--- src/rtl/mem_handshake_ctrl_pkg.sv ---
// Shared constants for the memory handshake controller.
// Ack polarity, timeout defaults and the error-source encoding.
package mem_handshake_ctrl_pkg;

    localparam int TIMEOUT_DEF = 16;
    localparam int CNT_W_DEF   = 5;

    localparam logic ACK_ASSERTED = 1'b0;
    localparam logic ACK_IDLE     = 1'b1;

    typedef enum logic {
        ERR_INST = 1'b0,
        ERR_DATA = 1'b1
    } err_src_e;

    function automatic logic ack_seen(input logic ack_n);
        return ack_n == ACK_ASSERTED;
    endfunction

endpackage

--- src/rtl/mem_handshake_ctrl_channel.sv ---
// One memory channel: held flag, done term and capture strobe.
// The held flag remembers an ack that arrived while the core was frozen.
module hs_channel
    import mem_handshake_ctrl_pkg::*;
(
    input  logic clk,
    input  logic rst,
    input  logic req,
    input  logic ack_n,
    input  logic stall,
    input  logic freeze,
    output logic held,
    output logic done,
    output logic take
);

    logic held_q;
    logic ack;

    assign ack  = ack_seen(ack_n);
    assign held = held_q;
    assign done = held_q | ack;

    // Only a first, requested ack during a live stall is latched.
    assign take = stall & ~freeze & req & ack & ~held_q;

    always_ff @(posedge clk) begin
        if (rst) begin
            held_q <= 1'b0;
        end else if (freeze) begin
            held_q <= held_q;
        end else if (!stall) begin
            held_q <= 1'b0;
        end else if (take) begin
            held_q <= 1'b1;
        end
    end

endmodule

--- src/rtl/mem_handshake_ctrl.sv ---
// Instruction/data bus handshake sequencer with global freeze,
// early-instruction buffering and a sticky timeout error.
module mem_handshake_ctrl
    import mem_handshake_ctrl_pkg::*;
#(
    parameter int TIMEOUT = TIMEOUT_DEF,
    parameter int CNT_W   = CNT_W_DEF
) (
    input  logic        clk,
    input  logic        rst,
    input  logic        fetch_req,
    input  logic        data_req,
    input  logic        data_we,
    input  logic        ACKI_n,
    input  logic        ACKD_n,
    input  logic [31:0] idt_in,
    output logic        mreq,
    output logic        write,
    output logic [31:0] inst_out,
    output logic        stall,
    output logic        bus_err,
    output logic        err_is_data
);

    logic             i_held;
    logic             i_done;
    logic             i_take;
    logic             d_held;
    logic             d_done;
    logic             d_take;
    logic             i_wait;
    logic             d_wait;
    logic             busy;
    logic [31:0]      inst_buf;
    logic [CNT_W-1:0] cnt;
    err_src_e         err_src;

    assign i_wait = fetch_req & ~i_done;
    assign d_wait = data_req & ~d_done;
    assign busy   = bus_err | i_wait | d_wait;

    hs_channel u_ichan (
        .clk    (clk),
        .rst    (rst),
        .req    (fetch_req),
        .ack_n  (ACKI_n),
        .stall  (busy),
        .freeze (bus_err),
        .held   (i_held),
        .done   (i_done),
        .take   (i_take)
    );

    hs_channel u_dchan (
        .clk    (clk),
        .rst    (rst),
        .req    (data_req),
        .ack_n  (ACKD_n),
        .stall  (busy),
        .freeze (bus_err),
        .held   (d_held),
        .done   (d_done),
        .take   (d_take)
    );

    always_ff @(posedge clk) begin
        if (rst) begin
            inst_buf <= '0;
        end else if (i_take) begin
            inst_buf <= idt_in;
        end
    end

    // The counter stops once bus_err is set, so it never wraps.
    always_ff @(posedge clk) begin
        if (rst) begin
            cnt     <= '0;
            bus_err <= 1'b0;
            err_src <= ERR_INST;
        end else if (bus_err) begin
            cnt     <= cnt;
        end else if (busy) begin
            cnt <= cnt + 1'b1;
            if (cnt == CNT_W'(TIMEOUT - 1)) begin
                bus_err <= 1'b1;
                err_src <= d_wait ? ERR_DATA : ERR_INST;
            end
        end else begin
            cnt <= '0;
        end
    end

    assign err_is_data = (err_src == ERR_DATA);

    assign stall    = ~rst & busy;
    assign mreq     = ~rst & data_req & ~d_held & ~bus_err;
    assign write    = mreq & data_we;
    assign inst_out = (~rst & i_held) ? inst_buf : idt_in;

    logic unused_take;
    assign unused_take = d_take;

endmodule

--- config.mk ---
export PLATFORM = sky130hd
export DESIGN_NAME = mem_handshake_ctrl
export DESIGN_NICKNAME = d
export VERILOG_FILES = /design/src/rtl/mem_handshake_ctrl_pkg.sv /design/src/rtl/mem_handshake_ctrl_channel.sv /design/src/rtl/mem_handshake_ctrl.sv
export SDC_FILE = /design/constraint.sdc
export NUM_CORES = 1
export LEC_CHECK = 0
export ABC_CLOCK_PERIOD_IN_PS = 1500
export CORE_MARGIN = 3
export CORE_UTILIZATION = 62
export CTS_CLUSTER_DIAMETER = 50
export DETAILED_ROUTE_END_ITERATION = 10
export DONT_BUFFER_PORTS = 1
export GPL_TIMING_DRIVEN = 1
export PLACE_DENSITY = 0.83
export SYNTH_ARGS = -nofsm -noshare
export SYNTH_HDL_FRONTEND = slang
export SYNTH_SLANG_ARGS = --single-unit
--- constraint.sdc ---
create_clock -name clk -period 1.5 [get_ports clk]
set_input_delay 0.075 -clock clk [delete_from_list [all_inputs] [get_ports clk]]
set_output_delay 0.075 -clock clk [all_outputs]
set_load 0.02 [all_outputs]
# [Yosys cells after proc, flatten, opt, wreduce, memory -nomap -nowiden]
# Cells that the tools add are included.
[word_totals] ff_bits=41 latch_bits=0 mem_bits_rw=0 rom_bits=0 in_bits=39 output_inout_bits=37 wordCells=50 memories=0
[classes] addsub=1 multipliers=0 n_div=0 magnitude_cmp=0 eq_ne=3 shifts=0 mux=10 bitwise=27 n_reduce_logical=3
[ops] operator="32-bit two-way mux" n=1
[ops] operator="1-bit bitwise AND" n=15
[ops] operator="1-bit two-way mux" n=8
[ops] operator="1-bit inverter" n=8
[ops] operator="5-bit by 1-bit adder with 5-bit output, second input constant" n=1
[ops] operator="5-bit by 4-bit equality test with 1-bit output, second input constant" n=1
[ops] operator="5-bit two-way mux" n=1
[ops] operator="2-bit != test, second input constant" n=2
[ops] operator="1-bit bitwise OR" n=4
[ops] operator="2-bit AND reduction" n=2
[ops] operator="3-bit AND reduction" n=1

# [Logic depth before layout (Yosys ltp)]
# Gate-level depths: netlist (run 1).
[logic_depth] ltp_word=12 depth_mapped=5 ltp_nobuf=5

# [Cells and area by module]
# Synthesis (run 1) repeated with hierarchy kept, for this count alone.
[hier_totals] cells_unflattened=197 area_unflattened_um2=2139.6
[by_module_without_submodules] module="mem_handshake_ctrl" instances=1 cells_per_inst=183 area_per_inst_um2=2019.4 seq_area_each_um2=780.7
[by_module_without_submodules] module="hs_channel" instances=2 cells_per_inst=7 area_per_inst_um2=60.1 seq_area_each_um2=20.0

# [Worst setup path after synthesis (run 1)]
# Ideal clock, no wire load.
[synth_path] path_type="flip-flop to output port" startpoint="register bus_err" endpoint="output port write" t_arrival_ps=1787 t_required_ps=1425 path_slack_ps=-362 stages_incl_launch_ff=4 path_buffers=1 cell_sequence="dfxtp_1 -> clkbuf_1 -> nor4b_1 -> and2_1"
[synth_between] elab_chain_cells=3
[synth_rtl] item="from (decl)" line_no="mem_handshake_ctrl.sv:21" text="output logic bus_err,"
[synth_rtl] item="from (signal assigned)" line_no="mem_handshake_ctrl.sv:78" text="bus_err <= 1'b0;"
[synth_rtl] item="from (signal assigned)" line_no="mem_handshake_ctrl.sv:85" text="bus_err <= 1'b1;"
[synth_rtl] item="1-bit inverter (no line)"
[synth_rtl] item="1-bit bitwise AND" line_no="mem_handshake_ctrl.sv:96" text="assign mreq = ~rst & data_req & ~d_held & ~bus_err;"
[synth_rtl] item="named net mreq" line_no="mem_handshake_ctrl.sv:17" text="output logic mreq,"
[synth_rtl] item="1-bit bitwise AND" line_no="mem_handshake_ctrl.sv:97" text="assign write = mreq & data_we;"
[synth_rtl] item="to (decl)" line_no="mem_handshake_ctrl.sv:18" text="output logic write,"
# The timed path passes the listed nets, and every way through them passes these cells.

# [Worst setup path after layout (run 1)]
[layout_path] startpoint="register u_ichan.held_q, in the netlist u_ichan.held" endpoint="output port inst_out[5]"
[layout_between] elab_chain_cells=2
[layout_rtl] item="from (decl)" line_no="mem_handshake_ctrl_channel.sv:17" text="logic held_q;"
[layout_rtl] item="from (signal assigned)" line_no="mem_handshake_ctrl_channel.sv:31" text="held_q <= held_q;"
[layout_rtl] item="1-bit bitwise AND" line_no="mem_handshake_ctrl.sv:98" text="assign inst_out = (~rst & i_held) ? inst_buf : idt_in;"
[layout_rtl] item="32-bit two-way mux" line_no="mem_handshake_ctrl.sv:98"
[layout_rtl] item="to (decl)" line_no="mem_handshake_ctrl.sv:19" text="output logic [31:0] inst_out,"
# Every way passes these cells.

==> results of run 1 <==
-- cells by family after synthesis --
family / count (synthesis) / synth area share
AND/OR/NAND/NOR: 57 / 0.160
buffers and inverters: 27 / 0.0835
flip-flops: 41 / 0.378
multiplexers: 32 / 0.176
XOR/XNOR: 1 / 0.00403
AO/OA/AOI/OAI: 78 / 0.187
adder cells (fa/ha/maj): 2 / 0.0115
-- synth_stat cells, types with 2 or more instances --
cell type and number:
o21ai_1 30, ha_1 2, and3b_1 2, nor3_1 2, buf_4 4, nand3b_1 2
buf_6 8, o21ai_0 4, nand2_1 4, nor3b_1 2, inv_1 4, a21oi_1 37
buf_2 3, mux2_4 6, o22ai_1 2, dfxtp_1 41, clkbuf_1 7, mux2_2 26
a211oi_1 2, nor2_1 2, nand3_1 32
-- area by class of cell --
| class | count | share of cell area |
|---|---|---|
| clock buffer | 5 | 0.0133 |
| clock inverter | 3 | 0.0163 |
| inverter | 4 | 0.00530 |
| multi-input combinational | 170 | 0.452 |
| sequential | 41 | 0.292 |
| tap | 44 | 0.0194 |
| timing repair buffer | 53 | 0.202 |
-- metrics by stage --
| step | cells | util | hold WS [ns] | power (mW) | setup TNS, ns |
|---|---|---|---|---|---|
| detailed placement | 271 | 0.691 | 0.150 | 1.43 | 0 |
| global route | 320 | 0.884 | 0.0526 | 2.37 | -1.17 |
| floorplan | 238 | - | 0.223 | 1.42 | 0 |
| CTS | 317 | 0.848 | 0.0119 | 2.27 | -0.935 |
| global placement | 271 | 0.691 | 0.148 | 1.43 | 0 |
| finish | 320 | 0.884 | 0.0631 | 2.31 | 0 |
-- flip-flops by register name, summed over array words and instances, names as in the netlist --
signal        flops
u_dchan.held      1
u_ichan.held      1
bus_err           1
err_is_data       1
inst_buf         32
cnt               5
-- power breakdown --
group	internal, mW	switching (mW)
Sequential	1.11	0.0163
Clock	0.353	0.399
Combinational	0.200	0.231
-- how the worst max path moves through the flow --
stage	startpoint	end	slack, ns	cells past startpoint
4_1_cts	u_ichan.held	inst_out[5]	-0.05	3
3_5_place_dp	u_ichan.held	inst_buf[18]	0.13	3
3_3_place_gp	u_ichan.held	inst_buf[18]	0.16	3
5_1_grt	u_ichan.held	inst_out[5]	-0.04	3
2_1_floorplan	bus_err	write	0.07	3
6_report	u_ichan.held	inst_out[5]	0.0007	3
-- per-layer routing --
metal,up-vias,GRT usage,routed length [µm]
met2,108,0.483,3250
met3,29,0.0684,472
met1,961,0.316,2500
met5,-,0,0
met4,0,0.124,307
li1,942,-,-
-- critical path: stages, from the launching register on --
cell	delay (ns)
dfxtp_4	0.39
nand2b_4	0.12
clkbuf_16	0.19
mux2_4	0.36
-- cell usage in the layout, fill, tap and decap left out, types with 2 or more instances in the layout --
cell	synthesis	final
buf_12	0	5
nand3b_1	2	2
o21ai_0	4	4
mux2_2	26	8
a21oi_1	37	36
o22ai_1	2	2
mux2_4	6	24
o21ai_1	30	30
nand3_1	32	32
nor3_1	2	2
ha_1	2	2
buf_4	4	9
inv_1	4	4
a211oi_1	2	2
dfxtp_1	41	39
nor3b_1	2	2
clkbuf_4	0	5
dlygate4sd3_1	0	38
nand2_1	4	4
-- repair_timing --
item / in CTS / in global routing
setup endpoints to repair: 33 / 34
hold endpoints to repair: 41 / 1
setup buffers: 0 / 1
hold buffers: 38 / 1
pin swaps: 0 / 1
resized for setup: 9 / 20
cloned: 0 / 1
==> metrics.md, run 1 <==
| Metric | Value |
|---|---|
| Post-Syn Area | `2170 µm²` |
| Nets | `316` |
| Synth Register Bits | `roughly 40` |
| Area leader, netlist | `dfxtp_1` |
| FF-to-FF Start | `u_ichan.held` |
| Fin. max-slew vios | `0` |
| Worst rel slew slack | `0.715` |
| Antenna-violating nets left | `0` |
| YS warnings | `0` |
| Number of flops mapped to enable cells by yosys | `0` |
| # fillers | `around 160` |
| Ranking of synthesized cells by area | `dfxtp_1 38%, mux2_2 13%, a21oi_1 8.5%, nand3_1 7.4%, o21ai_1 6.9%` |
| Placer Congestion | `0.782` |
| Drt initial violations | `229` |
| Max IR drop VDD | `about 0.7 mV` |
| Status | `finished, final reports clean` |
| Gate Count Post-Synth | `~240` |
| Total Wirelength | `roughly 6500 µm` |
| CP max FO | `9` |
| Hold Path Stages | `4` |
| Max_cap viols | `0` |
| First-pass GRT wire length | `a little over 9000 µm` |
| Vias in the first global route | `1925` |
| Die Y | `around 65 µm` |
| Wire per inst | `~20 µm` |
| Die width | `between 60 and 70 µm` |
| Via/cell ratio | `around 6.4` |
| CTS Sinks | `~40` |
| Placed inst area | `around 2200 µm²` |
| Post-synth cell types | `37` |
| Final period util | `1.00` |
| Gr ovfl total | `0` |
| R2r setup slk | `roughly 0.03 ns` |
| Std-Cell Rows | `20` |
| Maximum buffer depth of the clock tree | `2` |
| First-pass DRT Iterations | `4` |
| Total Routing Usage GR | `0.277` |
| Synth Flop Type | `dfxtp_1` |
| Mean Syn Cell Area | `around 9.1 µm²` |
| Syn Nets | `between 200 and 300` |
| CP Class | `flop to output port` |
| CTS tree | `built` |
| Diodes inserted | `0` |
| Area Overhead vs Synth | `30.4%` |
| IO Port Bufs | `0` |
| Top-Level Pins | `76` |
| Measured slew at the worst slew-check pin | `between 0.4 and 0.5 ns` |
| Fin area | `2830 µm²` |
| Area of the multi-input gates | `between 1000 and 1500 µm²` |
| Final Setup Violations | `0` |
| Asr flop ratio synth | `0` |
| Root Buffer | `clkbuf_4` |
| Hold Path End | `inst_buf[10]` |
| Proportion of layout cells with a drive suffix above 1 | `0.239` |
| Clock Skews | `0.0141 ns` |
| Max Fclk | `approximately 670 MHz` |
| CTS Buf Count | `5` |
| Largest net degree at the start of global routing | `between 40 and 50` |
| Startpoint types | `flop` |
| Worst EP required | `1.42 ns` |
| Clk_lat worst skew | `between 0.3 and 0.4 ns` |
| CP endpoint kind | `output port` |
| Setup WS pre-CTS | `0.131 ns` |
| Min-Delay Path Class | `primary input to flop` |
| PwrDens | `~820 nW/µm²` |
| Initial antenna violation count | `0` |
| Yosys top cell area share | `0.378` |
| Worst-path clk slew | `approximately 0.14 ns` |
| DR DRC count | `0` |
| Final setup margin | `0.000727 ns` |
| Static leakage | `1.11 nW` |
| Final hold violations | `0` |
| Die area | `between 4000 and 5000 µm²` |
| Arrival time at the worst endpoint | `about 1.4 ns` |
| Reg area | `826 µm²` |
| Sequential share of the synthesized area | `0.378` |
| Starting density of the core | `0.678` |
| Vias | `2040` |
| Reg2reg path depth | `3` |
| DP HPWL | `2960 µm` |
| H-Tree Depth | `2` |
| RR Endpoint | `inst_buf[6]` |
| Crit path time final | `1.50 ns` |
| Core area | `3200 µm²` |
| Hold_sp | `ACKI_n` |
| RSZ-0062 raised after global routing | `yes` |
(Power assumes the default switching activity.)
==> inputs of run 2 (changes only) <==
==> constraint.sdc (replaced) <==
create_clock -name clk -period 1.5 [get_ports clk]
set_input_delay 0.075 -clock clk [delete_from_list [all_inputs] [get_ports clk]]
set_output_delay 0.075 -clock clk [all_outputs]
set_load 0.01 [all_outputs]
==> metrics.md, run 2 (same netlist as run 1, synthesis figures left out) <==
| Metric | Value |
|---|---|
| Sequential share of power | `0.552` |
| CP cell instances | `nand2b_4 > buf_4 > mux2_2` |
| Clk_lat worst skew | `about 0.35 ns` |
| Clock Skews | `roughly 0.013 ns` |
| Core area | `about 3200 µm²` |
| Min-Delay Path Class | `primary input to flop` |
| Die Y | `approximately 65 µm` |
| Total Wirelength | `roughly 6000 µm` |
| M1 WL | `2370 µm` |
| RSZ-0062 raised after global routing | `yes` |
| Final period util | `0.982` |
| Placer Congestion | `between 0.7 and 0.8` |
| PwrDens | `~750 nW/µm²` |
| Setup WS pre-CTS | `about 0.14 ns` |
| Static leakage | `1.00 nW` |
| Slowest CP cell | `dfxtp_4` |
| Proportion of layout cells with a drive suffix above 1 | `0.232` |
| Root Buffer | `clkbuf_4` |
| Routed met2 length | `3050 µm` |
| Biggest regs | `inst_buf x32, cnt x5` |
| Final setup margin | `about 0.027 ns` |
| Buf+Inv Stages, Crit Path | `1` |
| Max reg flops | `32` |
| Worst EP required | `1.42 ns` |
| Diodes inserted | `0` |
| Status | `finished, final reports clean` |
| Antenna-violating nets left | `0` |
| CTS Buf Count | `5` |
| Max Fclk | `~680 MHz` |
| Startpoint types | `flop` |
| CP Class | `flop to output port` |
| Std-Cell Rows | `20` |
| DR DRC count | `0` |
| Slowest stage delay, CP | `between 0.3 and 0.4 ns` |
| Starting density of the core | `0.678` |
| WHS | `about 0.088 ns` |
| Final Setup Violations | `0` |
| P_sw | `roughly 0.53 mW` |
| First-pass DRT Iterations | `4` |
| First-pass GRT wire length | `9610 µm` |
| Via/cell ratio | `6.49` |
| Top-Level Pins | `76` |
| IO Port Bufs | `0` |
| Maximum buffer depth of the clock tree | `2` |
| Worst rel slew slack | `0.832` |
| DP HPWL | `3060 µm` |
| Die area | `about 4200 µm²` |
| Gr ovfl total | `0` |
| Final hold violations | `0` |
| Area Overhead vs Synth | `24.8%` |
| Arrival time at the worst endpoint | `~1.4 ns` |
| Die width | `65.2 µm` |
| Sw Ratio | `0.259` |
| Worst-path clk slew | `0.12 ns` |
| Initial antenna violation count | `0` |
| Uppermost layer routed | `met4` |
| Fin. max-slew vios | `0` |
| Crit path time final | `1.47 ns` |
| Top reg by flops | `inst_buf` |
| Total Routing Usage GR | `0.289` |
| CTS tree | `built` |
| Fin area | `between 2000 and 3000 µm²` |
| Nets | `313` |
| Largest net degree at the start of global routing | `43` |
| H-Tree Depth | `2` |
| CP max FO | `5` |
| Most frequent cells in the layout | `38 x dfxtp_1, 36 x a21oi_1, 36 x dlygate4sd3_1` |
| Comb pwr share | `0.177` |
| Placed inst area | `2170 µm²` |
| Leading cell type in the layout, fill and taps excluded | `dfxtp_1` |
| Post-layout util | `0.846` |
| Vias | `2050` |
| Delay-heaviest family, CP | `flip-flops` |
| Met3 WL post-DR | `about 480 µm` |
| Sum Neg Setup Slack | `0 ns` |
| Measured slew at the worst slew-check pin | `approximately 0.25 ns` |
| Internal power | `about 1.5 mW` |
| Clock share of power | `0.271` |
| Max IR drop VDD | `around 0.56 mV` |
| Vias in the first global route | `between 1500 and 2000` |
| Wire per inst | `about 19 µm` |
| CTS Sinks | `41` |
| CP endpoint kind | `output port` |
| Drt initial violations | `approximately 140` |
| Max_cap viols | `0` |
run 2: cell type report:
cell class / count / area [µm²]
inverters: 4 / 15.0
fillers: 199 / 493
multi-input cells: 171 / 1230
well taps: 44 / 55.1
clock buffers: 7 / 55.1
repair buffers: 49 / 528
flip-flops and latches: 41 / 830
run 2: tightest hold or removal path, cell delays in order:
cell and delay, ns:
nor3b_4 0.03, buf_12 0.15, nand3_1 0.09, a21oi_1 0.05
run 2: path summary, 6_finish.rpt:
| path | start | endpoint | slack [ns] | cells past startpoint |
|---|---|---|---|---|
| setup reg to reg | u_dchan.held | u_ichan.held | 0.04 | 4 |
| hold / removal | ACKI_n | inst_buf[22] | 0.09 | 4 |
| hold reg to reg | cnt[4] | cnt[4] | 0.47 | 2 |
| setup / recovery | u_ichan.held | inst_out[23] | 0.03 | 3 |
run 2: stage by stage:
| step | std cells | power (mW) |
|---|---|---|
| detailed placement | 268 | 1.39 |
| CTS | 315 | 2.03 |
| floorplan | 238 | 1.37 |
| global placement | 268 | 1.38 |
| global route | 316 | 2.13 |
| finish | 316 | 2.04 |
run 2: what timing repair did:
action / 4_1_cts / 5_1_grt
hold buffers: 37 / 0
pin swaps: 0 / 1
hold endpoints to repair: 41 / 0
setup endpoints to repair: 27 / 47
gates resized for setup: 7 / 9
buffers inserted: 2 / 0
gates cloned: 1 / 1
run 2: metal layers:
metal	up-vias	global-route usage
met1	994	0.352
met2	101	0.496
met3	11	0.0838
met4	0	0.0777
li1	944	-
met5	-	0
run 2: power by group through the flow:
stage                     sequential, mW  clock [mW]  combinational, mW
final                               1.12       0.552              0.361
after global routing                1.13       0.612              0.387
after CTS                           1.12       0.565              0.342
after detailed placement            1.15           0              0.236
after global placement              1.15           0              0.233
after floorplan                     1.15           0              0.223
==> inputs of run 3 (changes only) <==
--- a/config.mk
+++ b/config.mk
@@ -6,13 +6,15 @@
 export NUM_CORES = 1
 export LEC_CHECK = 0
 export ABC_CLOCK_PERIOD_IN_PS = 1500
+export CAP_MARGIN = 20
 export CORE_MARGIN = 3
 export CORE_UTILIZATION = 62
 export CTS_CLUSTER_DIAMETER = 50
 export DETAILED_ROUTE_END_ITERATION = 10
 export DONT_BUFFER_PORTS = 1
 export GPL_TIMING_DRIVEN = 1
-export PLACE_DENSITY = 0.83
+export PLACE_DENSITY = 0.8
+export SKIP_CTS_REPAIR_TIMING = 1
 export SYNTH_ARGS = -nofsm -noshare
 export SYNTH_HDL_FRONTEND = slang
 export SYNTH_SLANG_ARGS = --single-unit
==> metrics.md, run 3 (same netlist as run 1, synthesis figures left out) <==
| Metric | Value |
|---|---|
| Top-Level Pins | `76` |
| Biggest regs | `inst_buf x32, cnt x5` |
| IO Port Bufs | `0` |
| CP Class | `flop to output port` |
| Antenna-violating nets left | `0` |
| Worst EP required | `1.42 ns` |
| Root Buffer | `clkbuf_4` |
| Max_cap viols | `0` |
| CP max FO | `7` |
| Setup WS pre-CTS | `0.117 ns` |
| Final setup margin | `about 0.044 ns` |
| # fillers | `roughly 180` |
| Nets | `310` |
| Final hold violations | `2` |
| Slowest CP cell | `dfxtp_4` |
| Fin. max-slew vios | `0` |
| Die Y | `65.2 µm` |
| Sum Neg Setup Slack | `0 ns` |
| First-pass DRT Iterations | `4` |
| DR DRC count | `0` |
| Post-layout util | `0.863` |
| Diodes inserted | `0` |
| Initial antenna violation count | `0` |
| PwrDens | `736 nW/µm²` |
| Placer Congestion | `between 0.8 and 0.9` |
| Area Overhead vs Synth | `27.2%` |
| Buf+Inv Stages, Crit Path | `1` |
| Crit path time final | `approximately 1.5 ns` |
| CTS Buf Count | `5` |
| Worst rel slew slack | `0.716` |
| Largest net degree at the start of global routing | `between 40 and 50` |
| Die width | `between 60 and 70 µm` |
| Final Setup Violations | `0` |
| Std-Cell Rows | `20` |
| Max IR drop VDD | `0.777 mV` |
| Maximum buffer depth of the clock tree | `2` |
| Leading cell type in the layout, fill and taps excluded | `dfxtp_1` |
| Status | `finished, violations left` |
| CTS Sinks | `41` |
| Failing checks | `negative hold slack` |
| Min-Delay Path Class | `primary input to flop` |
| Top reg by flops | `inst_buf` |
| Slowest stage delay, CP | `slightly below 0.4 ns` |
| Arrival time at the worst endpoint | `roughly 1.4 ns` |
| Max Fclk | `between 600 and 700 MHz` |
| Gr ovfl total | `0` |
| Core area | `~3200 µm²` |
| WHS | `-0.0173 ns` |
| Startpoint types | `flop` |
| Proportion of layout cells with a drive suffix above 1 | `0.219` |
| Most frequent cells in the layout | `40 x dfxtp_1, 36 x a21oi_1, 34 x dlygate4sd3_1` |
| CP endpoint kind | `output port` |
| Final period util | `0.971` |
| Total Wirelength | `about 6200 µm` |
| Vias | `approximately 2000` |
| Worst-path clk slew | `between 0.1 and 0.15 ns` |
| DP HPWL | `3180 µm` |
| CTS tree | `built` |
| H-Tree Depth | `2` |
| Total Routing Usage GR | `0.219` |
| Static leakage | `around 1.1 nW` |
| Via/cell ratio | `6.31` |
| Delay-heaviest family, CP | `flip-flops` |
| Vias in the first global route | `approximately 1700` |
| Clk_lat worst skew | `between 0.3 and 0.4 ns` |
| First-pass GRT wire length | `7490 µm` |
| Measured slew at the worst slew-check pin | `roughly 0.43 ns` |
| CP cell instances | `nand2b_4 > clkbuf_16 > mux2_4` |
| Die area | `between 4000 and 5000 µm²` |
| Max reg flops | `32` |
| Wire per inst | `19.8 µm` |
| Clock Skews | `roughly 0.0024 ns` |
| Starting density of the core | `0.678` |
| Drt initial violations | `207` |
[run 3: changes by cell type in the layout (fill, tap and decap cells not counted), moves of 2 or more]
cell,before,now
mux2_2,21,0
dfxtp_1,38,40
dlygate4sd3_1,36,34
buf_4,8,6
mux2_4,11,32
clkbuf_16,0,2
[run 3: layout make-up]
type / count / area (µm²) / share of cell area
repair buffers: 47 / 522 / 0.189
inverters: 4 / 15.0 / 0.00543
multi-input cells: 170 / 1290 / 0.467
flip-flops and latches: 41 / 825 / 0.298
well taps: 44 / 55.1 / 0.0199
clock buffers: 7 / 55.1 / 0.0199
[run 3: final timing paths]
check                     from  cells after the start           end  slack [ns]
hold / removal          ACKI_n                      3  u_ichan.held       -0.02
setup reg to reg       bus_err                      4  inst_buf[29]        0.06
hold reg to reg         cnt[4]                      2        cnt[4]        0.48
setup / recovery  u_ichan.held                      3  inst_out[21]        0.04
[run 3: tightest hold or removal path, cell delays in order]
cell     delay (ns)
nor3b_1        0.03
o22ai_1        0.12
nor2_1         0.05
[run 3: where the power goes]
| group | internal (mW) | switching [mW] |
|---|---|---|
| Sequential | 1.11 | 0.0157 |
| Combinational | 0.189 | 0.181 |
| Clock | 0.222 | 0.317 |
| Total | 1.52 | 0.513 |
[run 3: per-layer routing]
metal  up-vias  global-route usage  wire length [µm]
li1        927                   -                 -
met1       953               0.261              2460
met2        90               0.378              3230
met3         4              0.0701               449
met4         0              0.0622                44
met5         -                   0                 0
[run 3: metrics by stage]
step / area [µm²] / instances / total power, mW
floorplan: 2170 / 238 / 1.37
global placement: 2170 / 269 / 1.38
detailed placement: 2170 / 269 / 1.38
CTS: 2220 / 276 / 1.91
global route: 2760 / 313 / 2.12
finish: 2760 / 313 / 2.03
